==> config.mk <==
export PLATFORM = sky130hd
export DESIGN_NAME = grayscale_stream_ctrl
export DESIGN_NICKNAME = d
export VERILOG_FILES = /design/src/rtl/grayscale_stream_ctrl.sv
export SDC_FILE = /design/constraint.sdc
export NUM_CORES = 1
export LEC_CHECK = 0
export ABC_AREA = 1
export CAP_MARGIN = 20
export CORE_MARGIN = 3
export CORE_UTILIZATION = 35
export CTS_BUF_LIST = sky130_fd_sc_hd__clkbuf_8
export DETAILED_ROUTE_END_ITERATION = 8
export PLACE_DENSITY = 0.61
export SLEW_MARGIN = 20
export SYNTH_ARGS = -nofsm -noshare
export SYNTH_HDL_FRONTEND = slang
export SYNTH_SLANG_ARGS = --single-unit
==> constraint.sdc <==
create_clock -name I_CLK -period 4.21 [get_ports I_CLK]
set_input_delay 0.842 -clock I_CLK [delete_from_list [all_inputs] [get_ports I_CLK]]
set_output_delay 0.842 -clock I_CLK [all_outputs]
set_load 0.02 [all_outputs]
==> src/rtl/grayscale_stream_ctrl.sv <==
// Valid/ready wrapper around a fixed-latency grayscale unit: credit-based flow control,
// tag pipeline for frame markers, and a small output FIFO that absorbs in-flight results.
module grayscale_stream_ctrl #(
  parameter int P_PIXEL_DEPTH  = 24,
  parameter int P_IMAGE_WIDTH  = 640,
  parameter int P_IMAGE_HEIGHT = 480,
  parameter int P_GRAY_LATENCY = 1
) (
  input  logic                       I_CLK,
  input  logic                       I_RESET,
  input  logic                       I_PIXEL_VALID,
  output logic                       O_PIXEL_READY,
  input  logic [P_PIXEL_DEPTH-1:0]   I_PIXEL,
  output logic [P_PIXEL_DEPTH-1:0]   O_GS_PIXEL,
  input  logic [P_PIXEL_DEPTH/3-1:0] I_GS_PIXEL,
  output logic                       O_VALID,
  input  logic                       I_READY,
  output logic [P_PIXEL_DEPTH/3-1:0] O_PIXEL,
  output logic                       O_SOF,
  output logic                       O_EOL,
  output logic                       O_EOF,
  output logic                       O_BUSY
);

  localparam int S  = P_PIXEL_DEPTH / 3;
  localparam int D  = P_GRAY_LATENCY + 2;
  localparam int TL = P_GRAY_LATENCY + 1;
  localparam int CW = $clog2(D + 1);
  localparam int PW = $clog2(D);
  localparam int XW = $clog2(P_IMAGE_WIDTH);
  localparam int YW = (P_IMAGE_HEIGHT > 1) ? $clog2(P_IMAGE_HEIGHT) : 1;
  localparam int EW = S + 3;

  typedef enum logic [1:0] {
    ST_IDLE   = 2'd0,
    ST_ACTIVE = 2'd1,
    ST_DRAIN  = 2'd2
  } state_t;

  state_t              state_r;
  state_t              state_s;
  logic [CW-1:0]       credits_r;
  logic [XW-1:0]       col_r;
  logic [YW-1:0]       row_r;
  logic [P_PIXEL_DEPTH-1:0] gs_pixel_r;
  logic [3:0]          tag_r [TL];
  logic [EW-1:0]       mem_r [D];
  logic [PW-1:0]       wr_ptr_r;
  logic [PW-1:0]       rd_ptr_r;
  logic [CW-1:0]       count_r;

  logic                accept_s;
  logic                pop_s;
  logic                write_s;
  logic                sof_s;
  logic                eol_s;
  logic                eof_s;
  logic [EW-1:0]       head_s;
  logic                head_eof_s;
  logic                last_row_s;

  assign O_PIXEL_READY = (credits_r != {CW{1'b0}}) && (state_r != ST_DRAIN) && !I_RESET;
  assign accept_s      = I_PIXEL_VALID && O_PIXEL_READY;
  assign O_VALID       = (count_r != {CW{1'b0}});
  assign pop_s         = O_VALID && I_READY;
  assign write_s       = tag_r[TL-1][3];

  assign last_row_s = (row_r == YW'(P_IMAGE_HEIGHT - 1));
  assign sof_s      = (row_r == {YW{1'b0}}) && (col_r == {XW{1'b0}});
  assign eol_s      = (col_r == XW'(P_IMAGE_WIDTH - 1));
  assign eof_s      = eol_s && last_row_s;

  // Entry layout is {sof, eol, eof, gray}.
  assign head_s     = mem_r[rd_ptr_r];
  assign head_eof_s = head_s[S];
  assign O_PIXEL    = head_s[S-1:0];
  assign O_SOF      = head_s[S+2];
  assign O_EOL      = head_s[S+1];
  assign O_EOF      = head_s[S];
  assign O_BUSY     = (state_r != ST_IDLE);

  // Frame FSM state register
  always_ff @(posedge I_CLK or posedge I_RESET) begin
    if (I_RESET) begin
      state_r <= ST_IDLE;
    end else begin
      state_r <= state_s;
    end
  end

  // Frame FSM next state; DRAIN blocks new input until the eof pixel leaves
  always_comb begin
    state_s = state_r;
    case (state_r)
      ST_IDLE: begin
        if (accept_s) state_s = ST_ACTIVE;
        else          state_s = ST_IDLE;
      end
      ST_ACTIVE: begin
        if (accept_s && eof_s) state_s = ST_DRAIN;
        else                   state_s = ST_ACTIVE;
      end
      ST_DRAIN: begin
        if (pop_s && head_eof_s) state_s = ST_IDLE;
        else                     state_s = ST_DRAIN;
      end
      default: state_s = ST_IDLE;
    endcase
  end

  // Credits: one per FIFO slot, reserved at accept, returned at pop
  always_ff @(posedge I_CLK or posedge I_RESET) begin
    if (I_RESET) begin
      credits_r <= CW'(D);
    end else begin
      case ({accept_s, pop_s})
        2'b10:   credits_r <= credits_r - CW'(1);
        2'b01:   credits_r <= credits_r + CW'(1);
        default: credits_r <= credits_r;
      endcase
    end
  end

  // Column/row position of the next pixel to be accepted
  always_ff @(posedge I_CLK or posedge I_RESET) begin
    if (I_RESET) begin
      col_r <= {XW{1'b0}};
      row_r <= {YW{1'b0}};
    end else if (accept_s) begin
      if (eol_s) begin
        col_r <= {XW{1'b0}};
        row_r <= last_row_s ? {YW{1'b0}} : row_r + YW'(1);
      end else begin
        col_r <= col_r + XW'(1);
      end
    end
  end

  // Grayscale feed register and marker tags travelling alongside it
  always_ff @(posedge I_CLK or posedge I_RESET) begin
    if (I_RESET) begin
      gs_pixel_r <= {P_PIXEL_DEPTH{1'b0}};
      for (int i = 0; i < TL; i++) tag_r[i] <= 4'b0000;
    end else begin
      if (accept_s) gs_pixel_r <= I_PIXEL;
      tag_r[0] <= accept_s ? {1'b1, sof_s, eol_s, eof_s} : 4'b0000;
      for (int i = 1; i < TL; i++) tag_r[i] <= tag_r[i-1];
    end
  end

  assign O_GS_PIXEL = gs_pixel_r;

  // Output FIFO; a write and a pop on the same edge keep the count unchanged
  always_ff @(posedge I_CLK or posedge I_RESET) begin
    if (I_RESET) begin
      for (int i = 0; i < D; i++) mem_r[i] <= {EW{1'b0}};
      wr_ptr_r <= {PW{1'b0}};
      rd_ptr_r <= {PW{1'b0}};
      count_r  <= {CW{1'b0}};
    end else begin
      if (write_s) begin
        mem_r[wr_ptr_r] <= {tag_r[TL-1][2:0], I_GS_PIXEL};
        wr_ptr_r <= (wr_ptr_r == PW'(D - 1)) ? {PW{1'b0}} : wr_ptr_r + PW'(1);
      end
      if (pop_s) begin
        rd_ptr_r <= (rd_ptr_r == PW'(D - 1)) ? {PW{1'b0}} : rd_ptr_r + PW'(1);
      end
      case ({write_s, pop_s})
        2'b10:   count_r <= count_r + CW'(1);
        2'b01:   count_r <= count_r - CW'(1);
        default: count_r <= count_r;
      endcase
    end
  end

endmodule

==> metrics.cfg <==
[die]
io_pins=74
die_h_um=116
initial_utilization_pct=36.5
dieArea_um2=13500
die_x_um=116
placementRows=39
core-area_um2=11600

[placement]
hpwlAfterDp_um=6470
place_congestion=0.844
dp_cells=716
portBuffers=73

[clocking]
clk_pin_slew_worst_paths_ns=0.09
postCtsSetupRepairBufs=0
clkSinkCount=94
hold_buffers=0
cts_buffers=9
insertion_delay_ns=0.36
tritoncts=done
cts.repair.resized=0
cts_htree_levels=3
clockRootBuffer=clkbuf_8
clockBufferDepth=2

[setup_path]
critPathSlowestCell=nor2_1
worstPathCellList=nor2_1, nand2_1, nand3_1, clkdlybuf4s50_1
cp.required_ns=3.37
worst_ep_arrival_time_ns=2.58
end_kind=output port
slowest_delay_ns=0.75
crit_fanout=15
critPathLaunchType=flop
path_class=flop to output port

[cells_and_area]
n_fill_cell=1142
synthToLayoutAreaGrowth_pct=24.7
fin_cells=732
nets=626
layout-drive-gt1-share_pct=5.94
antenna_cells=0
fin_util_pct=45.5

[sta]
rsz0062_at_grt=no
fin_hold_ws_ns=0.348
fin_tns_setup_ns=0
relSlewSlack_pct=41.9
fin_skew_ns=0.0107
tightest_slew_ns=0.868
period_share_pct=81.2
drv_slew=0
min_period_ns=3.42
setup_viol=0
fmax_mhz=293
final-hold-violation-count=0

[power]
p_leak_nw=2.58
peakVddDrop_mv=0.311
power.density_nw_per_um2=629
design_power_total_w=0.00333

[logic_synthesis]
syn_area_per_cell_um2=8.24
ys_types=24
ys_warn_count=0
synthesis.area_um2=4240
synthCells=515
synth_fp_nets=557
yosys_register_bits=94
ys_seq_area_share_pct=55.5

[route]
drtAntennaViolNets=0
drt_wl_total_um=9220
drc=0
wl_per_cell_um=12.6
drt_iter0_drc=186
vias=3444
first_pass_iters=4
avgViaCountPerCell=4.70

[job]
maxCapViolCount=0

[global_routing]
grt_usage_pct=14.4
grt-ovfl-total=0
first_global_vias=3357
grt_max_degree=41
grt_pass1_wl_um=15700
antenna_found_initial=0

[outcome]
status=completed

[min_path]
hold_path_class=flop to flop

[worst max-delay path, delay by kind of cell, from the launching register on]
family | cells | cell delay, ns
simple gates | 3 | 1.03
buf+inv | 1 | 0.63
flops | 1 | 0.56
[layout make-up]
type | count | area, um2 | area share [%]
Clock buffer | 10 | 138 | 2.60
Clock inverter | 6 | 63.8 | 1.21
Tap cell | 143 | 179 | 3.38
Sequential cell | 94 | 2350 | 44.5
Timing Repair Buffer | 76 | 753 | 14.2
Multi-Input combinational cell | 350 | 1600 | 30.2
Inverter | 53 | 200 | 3.79
[path summary, 6_finish.rpt]
kind                                           from                   endpoint  slack [ns]  cells past startpoint
max                         rd_ptr_r[0]$_DFFE_PP0P_                      O_EOF        0.79                      4
min                              tag_r[4]$_DFF_PP0_         tag_r[0]$_DFF_PP0_        0.35                      0
max reg2reg                credits_r[0]$_DFFE_PP1P_       state_r[1]$_DFF_PP0_        2.11                      9
min reg2reg                      tag_r[4]$_DFF_PP0_         tag_r[0]$_DFF_PP0_        0.35                      0
max in group asynchronous                   I_RESET  O_GS_PIXEL[9]$_DFFE_PP0P_        2.45                      3
min in group asynchronous                   I_RESET     count_r[0]$_DFFE_PP0P_        0.92                      2
[metal layers]
metal  wire, um  vias to the layer above  share of wire (%)  GRT usage [%]
li1           -                     1747                  -              -
met1       4190                     1606                 45           18.6
met2       4520                       83                 49           23.8
met3        419                        8                4.5           4.13
met4         92                        0                1.0           4.02
met5          0                        -                  0              0
[state kept, by name (all words and copies together) (netlist names)]
name	flops
O_GS_PIXEL	24
col_r	10
count_r	2
credits_r	2
mem_r	33
rd_ptr_r	2
row_r	9
state_r	2
tag_r	8
wr_ptr_r	2
[report_power, final]
| group | internal, W | switching, W | leakage [nW] |
|---|---|---|---|
| combinational | 0.000569 | 0.000739 | 1.31 |
| sequential | 0.00121 | 0.000210 | 1.17 |
| clock | 0.000289 | 0.000305 | 0.104 |
[synthesized netlist by cell type]
master / instances / area share (%)
dfstp_2: 2 / 1.2
ha_1: 6 / 1.8
dfrtp_1: 92 / 54
nor2_2: 4 / 0.59
a21boi_1: 1 / 0.18
nand3_1: 49 / 5.8
a21oi_1: 3 / 0.35
nand4_1: 8 / 1.2
nor3_1: 2 / 0.24
xor2_1: 3 / 0.62
buf_6: 2 / 0.53
inv_1: 49 / 4.3
nand3_2: 2 / 0.47
nor2_1: 25 / 2.2
nor2_4: 2 / 0.53
buf_4: 1 / 0.18
nor3_2: 1 / 0.24
inv_2: 4 / 0.35
xnor2_1: 4 / 0.83
o21ai_0: 48 / 5.7
clkbuf_1: 13 / 1.2
buf_2: 2 / 0.24
or2_2: 1 / 0.15
nand2_1: 191 / 17
[cells in the final DEF, fill, tap and decap left out]
cell	count
nand2_1	191
dfrtp_1	92
clkdlybuf4s50_1	73
inv_1	49
nand3_1	49
o21ai_0	48
nor2_1	25
clkbuf_8	10
nand4_1	8
ha_1	6
nor2_2	4
inv_2	4
xnor2_1	4
xor2_1	3
a21oi_1	3
buf_4	3
nand3_2	2
nor2_4	2
nor3_1	2
clkinv_2	2
clkinv_4	2
dfstp_2	2
nor3_2	1
a21boi_1	1
or2_2	1
clkinvlp_4	1
bufinv_16	1
[stage by stage]
step / setup WS (ns) / area [um2]
after floorplan: 0.923 / 4240
after global placement: 1.22 / 5090
after detailed placement: 1.17 / 5090
after CTS: 0.749 / 5290
after global routing: 0.578 / 5290
final: 0.792 / 5290
[cell families after synthesis]
group	after synthesis	share of synthesized area, %
AOI/OAI and AO/OA	52	6.19
xor gates and xnor gates	7	1.45
adders and majority gates	6	1.77
buffers and inverters	71	6.78
DFF	94	55.5
and+or+nand+nor	285	28.3
(Power assumes the default switching activity.)
